File: src/rtl/out_display_driver.sv
// Captures a signed value on a flagOUT strobe and converts its magnitude to BCD by double-dabble.
// Drives three active-low 7-segment digits plus a sign digit, with leading-zero blanking and overflow dashes.
module out_display_driver #(
  parameter int WIDTH      = 32,
  parameter int SHIFT_BITS = 10
) (
  input  logic             clock,
  input  logic             reset,
  input  logic             flagOUT,
  input  logic [WIDTH-1:0] Value,
  output logic             busy,
  output logic             done,
  output logic [6:0]       OUT_H,
  output logic [6:0]       OUT_T,
  output logic [6:0]       OUT_O,
  output logic [6:0]       OUT_N,
  output logic [1:0]       fsm_state
);

  // Handshake: flagOUT is a load strobe, accepted only when fsm_state is IDLE;
  // busy is high while converting, and done pulses for one cycle in the cycle
  // right after the edge that updated OUT_H/T/O/N.
  typedef enum logic [1:0] {
    IDLE    = 2'd0,
    CONVERT = 2'd1,
    DONE    = 2'd2
  } state_t;

  localparam int CW = $clog2(SHIFT_BITS + 1);
  localparam logic [6:0] BLANK = 7'b1111111;
  localparam logic [6:0] DASH  = 7'b0111111;

  state_t                state;
  logic [11:0]           bcd;
  logic [SHIFT_BITS-1:0] bin;
  logic [CW-1:0]         count;
  logic                  neg;
  logic                  ovf;

  logic                  sign;
  logic [WIDTH-1:0]      mag;
  logic                  too_big;
  logic [11:0]           bcd_adj;
  logic [11:0]           bcd_next;
  logic [SHIFT_BITS-1:0] bin_next;
  logic [3:0]            hd, td, od;

  function automatic logic [6:0] seg7(input logic [3:0] d);
    case (d)
      4'd0:    seg7 = 7'b1000000;
      4'd1:    seg7 = 7'b1111001;
      4'd2:    seg7 = 7'b0100100;
      4'd3:    seg7 = 7'b0110000;
      4'd4:    seg7 = 7'b0011001;
      4'd5:    seg7 = 7'b0010010;
      4'd6:    seg7 = 7'b0000010;
      4'd7:    seg7 = 7'b1111000;
      4'd8:    seg7 = 7'b0000000;
      4'd9:    seg7 = 7'b0010000;
      default: seg7 = BLANK;
    endcase
  endfunction

  function automatic logic [3:0] dabble(input logic [3:0] d);
    dabble = (d >= 4'd5) ? d + 4'd3 : d;
  endfunction

  always_comb begin
    sign     = Value[WIDTH-1];
    mag      = sign ? (WIDTH'(0) - Value) : Value;
    too_big  = mag > WIDTH'(999);
    bcd_adj  = {dabble(bcd[11:8]), dabble(bcd[7:4]), dabble(bcd[3:0])};
    bcd_next = {bcd_adj[10:0], bin[SHIFT_BITS-1]};
    bin_next = {bin[SHIFT_BITS-2:0], 1'b0};
    // Final digits come from the shift result of the last iteration, not the stored one.
    hd       = bcd_next[11:8];
    td       = bcd_next[7:4];
    od       = bcd_next[3:0];
  end

  always_ff @(posedge clock) begin
    if (reset) begin
      state <= IDLE;
      busy  <= 1'b0;
      done  <= 1'b0;
      OUT_H <= BLANK;
      OUT_T <= BLANK;
      OUT_O <= BLANK;
      OUT_N <= BLANK;
      bcd   <= '0;
      bin   <= '0;
      count <= '0;
      neg   <= 1'b0;
      ovf   <= 1'b0;
    end else begin
      case (state)
        IDLE: begin
          done <= 1'b0;
          if (flagOUT) begin
            neg <= sign && (mag != '0);
            if (too_big) begin
              ovf   <= 1'b1;
              state <= DONE;
            end else begin
              bin   <= mag[SHIFT_BITS-1:0];
              bcd   <= '0;
              count <= '0;
              busy  <= 1'b1;
              state <= CONVERT;
            end
          end
        end
        CONVERT: begin
          bcd   <= bcd_next;
          bin   <= bin_next;
          count <= count + 1'b1;
          if (count == CW'(SHIFT_BITS - 1)) begin
            OUT_H <= (hd == 4'd0) ? BLANK : seg7(hd);
            OUT_T <= (hd == 4'd0 && td == 4'd0) ? BLANK : seg7(td);
            OUT_O <= seg7(od);
            OUT_N <= neg ? DASH : BLANK;
            done  <= 1'b1;
            busy  <= 1'b0;
            state <= DONE;
          end
        end
        DONE: begin
          // Overflow enters DONE without a display update; it is registered here, one edge later.
          if (ovf) begin
            OUT_H <= DASH;
            OUT_T <= DASH;
            OUT_O <= DASH;
            OUT_N <= neg ? DASH : BLANK;
            done  <= 1'b1;
            ovf   <= 1'b0;
          end else begin
            done  <= 1'b0;
            state <= IDLE;
          end
        end
        default: state <= IDLE;
      endcase
    end
  end

  assign fsm_state = state;

endmodule

File: config.mk
export PLATFORM = sky130hd
export DESIGN_NAME = out_display_driver
export DESIGN_NICKNAME = d
export VERILOG_FILES = /design/src/rtl/out_display_driver.sv
export SDC_FILE = /design/constraint.sdc
export NUM_CORES = 1
export LEC_CHECK = 0
export ABC_AREA = 1
export BUFFER_PORTS_ARGS = -buffer_cell sky130_fd_sc_hd__buf_2
export CORE_MARGIN = 5
export CORE_UTILIZATION = 31
export DETAILED_ROUTE_END_ITERATION = 6
export PLACE_DENSITY = 0.55
export SLEW_MARGIN = 0
export SYNTH_ARGS = -nofsm -noshare
export SYNTH_HDL_FRONTEND = slang
export SYNTH_SLANG_ARGS = --single-unit
File: constraint.sdc
create_clock -name clock -period 4.3 [get_ports clock]
set_input_delay 0.43 -clock clock [delete_from_list [all_inputs] [get_ports clock]]
set_output_delay 0.43 -clock clock [all_outputs]
set_load 0.1 [all_outputs]
## After elaboration in Yosys (flattened, before gate mapping)

Memories as Yosys holds them, arrays and structs flattened.
Index checks and enable logic that the tools add are counted.

| operators by class | value |
|---|---|
| order comparisons | 4 |
| bitwise gates (word level) | 0 |
| reductions and logical operators | 17 |
| add/subtract/negate cells | 5 |
| muxes and demuxes | 41 |
| div/mod/pow operators | 0 |
| equal/unequal tests | 9 |
| multipliers | 0 |
| shifts and indexed selects | 0 |

Operators with widths:

| cell | count |
|---|---|
| 2-to-1 mux 7 bit | 9 |
| one-hot mux 7 bit (2 select lines) | 4 |
| > comparator 32 x 10 -> 1 bit (second input constant) | 1 |
| 2-to-1 mux 32 bit | 1 |
| nonzero test 32 bit | 1 |
| subtractor 1 x 32 -> 32 bit (first input constant) | 1 |
| 2-to-1 mux 12 bit | 2 |
| one-hot mux 12 bit (2 select lines) | 1 |
| 2-to-1 mux 10 bit | 2 |
| one-hot mux 10 bit (2 select lines) | 1 |
| 2-to-1 mux 4 bit | 4 |
| >= comparator 4 x 3 -> 1 bit (second input constant) | 3 |
| inequality test 2 bit (second input constant) | 6 |
| AND reduction 3 bit | 4 |
| adder 4 x 2 -> 4 bit (second input constant) | 2 |
| logical NOT 4 bit | 2 |
| 2-to-1 mux 2 bit | 4 |
| one-hot mux 4 bit (2 select lines) | 1 |
| 2-to-1 mux 1 bit | 7 |
| one-hot mux 2 bit (3 select lines) | 1 |
| nonzero test 2 bit | 3 |
| adder 4 x 1 -> 4 bit (second input constant) | 1 |
| equality test 4 bit (second input constant) | 1 |
| one-hot mux 1 bit (2 select lines) | 2 |
| 10 further kinds | 12 |

| storage, ports and cells | value |
|---|---|
| word-level logic and storage cells | 91 |
| register bits after elaboration | 60 |
| memories | 3 |
| latch bits | 0 |
| output and inout port bits | 32 |
| RAM bits | 0 |
| bits in read-only memories | 336 |
| input port bits | 35 |

Memories:

| memory | words | bits a word | rd ports | clocked after memory_dff | write ports | RTL line | text |
|---|---|---|---|---|---|---|---|
| (no name shown) | 16 | 7 | 1 | 0 | 0 | 49 | `case (d)` |
| (no name shown) | 16 | 7 | 1 | 0 | 0 | 49 |  |
| (no name shown) | 16 | 7 | 1 | 0 | 0 | 49 |  |

## Logic depth before layout (Yosys ltp)

| logic depth | value |
|---|---|
| depth in word-level cells | 7 |
| gate-level depth with buffers | 20 |
| mapped depth without buffers | 20 |

## Worst setup path after synthesis

Ideal clock, no wire load.

| timing path | value |
|---|---|
| kind | register to register |
| start point | reg state[1], in the netlist fsm_state[1] |
| end point | reg OUT_T[4] |
| clock period less this slack | 2,634 ps |
| path buffers | 2 |
| setup time | 62 ps |
| required time | 4,238 ps |
| cell stages (with the launch flop) | 10 |
| path slack | 1,666 ps |
| data arrival time | 2,571 ps |
| cells stage by stage | dfxtp_1 -> inv_1 -> ha_1 -> clkbuf_1 -> nand2_1 -> inv_1 -> a21oi_1 -> clkbuf_1 -> o32ai_1 -> nand2_1 |

| on the way | value |
|---|---|
| cells in the longest elaborated chain, start to end | 3 |
| elaborated cells between the ends (all ways) | 7 |
| classes of those cells | eq/ne (4); mux (1); reduce/logical (2) |

RTL lines:

| what | RTL line | text |
|---|---|---|
| from (decl) | 33 | `state_t state;` |
| from (signal assigned) | 83 | `state <= IDLE;` |
| from (signal assigned) | 103 | `state <= DONE;` |
| from (signal assigned) | 109 | `state <= CONVERT;` |
| equality test 2 bit / equality test 2 x 1 -> 1 bit (equally long branches) | 96 | `case (state)` |
| inequality test 2 bit (no line) / nonzero test 2 bit (equally long branches) | - |  |
| AND reduction 3 bit (no line) | - |  |
| to (signal assigned) | 119 | `OUT_T <= (hd == 4'd0 && td == 4'd0) ? BLANK : seg7(td);` |
| to (decl) | 14 | `output logic [6:0] OUT_T,` |

Parallel ways exist; a longest one is shown, timed or not.
A chain may end at the register's enable or synchronous reset.

## Worst setup path in the final report

| timing path | value |
|---|---|
| start point | in Value[31] |
| end point | reg bcd[0] |

| on the way | value |
|---|---|
| cells in the longest elaborated chain, start to end | 5 |

RTL lines:

| what | RTL line | text |
|---|---|---|
| from (decl) | 10 | `input logic [WIDTH-1:0] Value,` |
| subtractor 1 x 32 -> 32 bit | 70 | `mag = sign ? (WIDTH'(0) - Value) : Value;` |
| 2-to-1 mux 32 bit * | 70 |  |
| > comparator 32 x 10 -> 1 bit * | 71 | `too_big = mag > WIDTH'(999);` |
| inequality test 2 bit (no line) * | - |  |
| AND reduction 3 bit (no line) * | - |  |
| to (signal assigned) | 114 | `bcd <= bcd_next;` |
| to (decl) | 34 | `logic [11:0] bcd;` |

Mark *: on every way between the ends. The rest lies on a longest branch, timed or not.

==> flow_metrics.py <==
metrics = {
    "outcome": {
        "status": "completed",
    },
    "placement": {
        "place_congestion": 0.842,
        "dp_hpwl_mm": 8.60,
        "port_buffers": 60,
    },
    "pwr": {
        "internal_power_uw": 866,
        "power_density_nw_per_um2": 283,
        "seq_power_share": 0.394,
        "power.switching_uw": 508,
        "total_leakage_power_nw": 2.22,
        "p_sw_frac": 0.370,
        "combPwrFrac": 0.309,
        "total_power_mw": 1.37,
        "vdd_ir_drop_max_v": 0.000142,
        "clockPowerShare": 0.297,
    },
    "clocking": {
        "numCtsBuffers": 5,
        "max-clock-path-buffers": 2,
        "cts_sinks": 54,
        "hold_buffers": 0,
        "clk_pin_slew_worst_paths_ns": 0.07,
        "clkLatencyLatePin_ns": 0.29,
        "post_cts_resized": 0,
        "postCtsSetupRepairBufs": 0,
        "cts.root.buffer_cell": "clkbuf_16",
        "htree_levels": 2,
        "cts_tree": "done",
    },
    "synth": {
        "ys_ff_latch": 54,
        "synth.yosys.warnings": 0,
        "synthesis.area_um2": 4280,
        "synthCells": 694,
        "synth_edf_count": 0,
        "async_flop_share": 0,
        "synth_top_cell_area_share": 0.252,
        "avgSynthCellArea_um2": 6.17,
        "yosysTopAreaCell": "dfxtp_1",
        "synth_flop_cell": "dfxtp_1",
        "synth.area.top_cells": "dfxtp_1, nand2_1, nor2_1",
        "ys_types": 40,
        "synth_seq_area_share": 0.252,
    },
    "critical_path": {
        "r2r-start": "fsm_state[1]$_SDFFE_PP0P_",
        "ff2ff_path_depth": 9,
        "r2r_end": "bcd[0]$_SDFFE_PP0P_",
        "critical_path_class": "in -> reg",
        "cp.required_ns": 4.49,
        "r2r_slack_ns": 1.83,
        "critPathMaxFanout": 34,
        "cp-start-kind": "primary input",
        "worstPathArrival_ns": 2.87,
        "crit_end": "bcd[0]$_SDFFE_PP0P_",
        "end_kind": "register",
        "crit_start": "Value[31]",
    },
    "global_routing": {
        "globalRouteTotalUtil": 0.138,
        "use_met3": 0.0242,
        "grt_antenna_before_repair": 0,
        "use_met1": 0.189,
        "top_usage_layer": "met2",
        "grt_util_met2": 0.229,
        "grt_overflow": 0,
        "grt_pass1_wl_mm": 18.8,
        "grt_pass1_vias": 4024,
        "grt_max_degree": 35,
    },
    "routing": {
        "wire_per_inst_um": 11.9,
        "vias_per_cell": 4.61,
        "wirelength_mm": 11.0,
        "firstDrtPassIters": 4,
        "drtAntennaViolNets": 0,
        "drtIter0Drc": 248,
        "drc_errors": 0,
        "vias": 4260,
    },
    "floorplanning": {
        "dieArea_um2": 16300,
        "die_x_um": 128,
        "ioPinCount": 67,
        "rows": 43,
        "coreArea_um2": 13700,
        "initial_core_util": 0.312,
        "die_h_um": 128,
    },
    "timing": {
        "tightestPinTransition_ns": 0.806,
        "setup_viol": 0,
        "finClkSkew_ns": 0.00382,
        "finalHoldViolCount": 0,
        "slew_headroom": 0.463,
        "rsz0062_at_grt": "no",
        "timing.final.crit_share": 0.622,
        "period_needed_ns": 2.67,
        "slew_violations": 0,
        "setup-tns-final_ns": 0,
        "max_freq_mhz": 374,
    },
    "finish": {
        "fin_nets": 807,
        "area_delta_synth_final_pct": 13.2,
        "nFillCells": 1541,
        "drive_above_1_share": 0.138,
        "n_antenna_cell": 0,
    },
    "flow_run": {
        "max-cap-violations": 0,
    },
    "worst_hold_path": {
        "worstHoldPathType": "in -> reg",
    },
}
placed cells by master, fill, tap and decap left out, drive strengths merged:
master	Yosys	layout
nand2	185	185
nor2	109	109
inv	82	82
buf	15	64
o21ai	58	58
dfxtp	54	54
nand3	46	46
a21oi	34	34
ha	28	28
o22ai	15	15
nand4	14	14
xor2	11	11
xnor2	6	6
conb	1	6
nand3b	5	5
clkbuf	11	5
clkinv	3	5
nor3	4	4
o211ai	3	3
or2	3	3
a22oi	2	2
and2	1	1
o21bai	1	1
o32ai	1	1
a31oi	1	1
nor4	1	1
clkinvlp	0	1
metal layers:
metal  vias to the layer above  routed length [um]
li1                       2317                   -
met3                        15                 451
met1                      1854                5360
met4                         0                 165
met2                        74                4990
met5                         -                   0
metrics by stage:
step           utilization  instances  setup WS [ns]  hold WS, ns  area (um2)
3_3_place_gp         0.343        917           1.37        0.438        4700
3_5_place_dp         0.343        917           1.32        0.440        4700
2_1_floorplan            -        699           1.67        0.425        4300
4_1_cts              0.353        925           1.63        0.446        4850
5_1_grt              0.353        925           1.28        0.480        4850
6_report             0.353        925           1.63        0.445        4850
worst min path at each step:
stage	from	to	depth (start not counted)	slack [ns]
floorplan	neg$_SDFFE_PP0P_	OUT_N[6]$_SDFFE_PP1P_	1	0.42
finish	Value[0]	bin[0]$_SDFFE_PP0P_	3	0.44
detailed placement	bin[5]$_SDFFE_PP0P_	bin[5]$_SDFFE_PP0P_	2	0.44
global placement	bin[5]$_SDFFE_PP0P_	bin[5]$_SDFFE_PP0P_	2	0.44
CTS	Value[0]	bin[0]$_SDFFE_PP0P_	3	0.45
global route	Value[0]	bin[0]$_SDFFE_PP0P_	3	0.48
flip-flops by register name, summed over array words and instances, names as in the netlist:
register and cells:
bcd 12, bin 10, OUT_H 7, OUT_O 7
OUT_T 7, count 4, fsm_state 2, OUT_N 1
busy 1, done 1, neg 1, ovf 1
Yosys cell counts, types with 13 or more instances:
| master | count |
|---|---|
| inv_1 | 76 |
| dfxtp_1 | 54 |
| nand2_1 | 178 |
| ha_1 | 28 |
| o21ai_0 | 42 |
| nand4_1 | 14 |
| nor2_1 | 99 |
| a21oi_1 | 34 |
| o22ai_1 | 15 |
| o21ai_1 | 13 |
| nand3_1 | 44 |
critical path: stages:
cell and delay, ns:
buf_2 0.52, inv_2 0.21, o21ai_2 0.25, nor2_2 0.09, nand2_1 0.06, nand2_1 0.05, nor2_1 0.08, nand3_1 0.09
nor2_1 0.17, nand3_2 0.12, nand2_4 0.19, nand2_4 0.22, clkinv_4 0.19, nand2_1 0.06, nand2_1 0.05, nor2_1 0.04
kinds of logic after synthesis:
family,share of synthesized area
AOI/OAI and AO/OA,0.150
xor gates and xnor gates,0.0348
adders and majority gates,0.0818
buffers and inverters,0.112
DFF,0.252
other,0.000876
and+or+nand+nor,0.368
cell type report:
| type | count | area (um2) | area share |
|---|---|---|---|
| Inverter | 85 | 324 | 0.0669 |
| Multi-Input combinational cell | 534 | 2740 | 0.565 |
| Clock inverter | 3 | 21.3 | 0.00439 |
| Sequential cell | 54 | 1080 | 0.223 |
| Tap cell | 180 | 225 | 0.0465 |
| Clock buffer | 5 | 125 | 0.0258 |
| Timing Repair Buffer | 64 | 330 | 0.0681 |
power groups by stage:
stage          registers (mW)  logic [mW]  clock network (mW)
6_report                0.541       0.424               0.408
3_5_place_dp            0.553       0.424                   0
5_1_grt                 0.546       0.485               0.450
3_3_place_gp            0.553       0.428                   0
4_1_cts                 0.542       0.426               0.422
2_1_floorplan           0.583       0.304                   0
No activity file was read; power rests on OpenSTA's default activity.
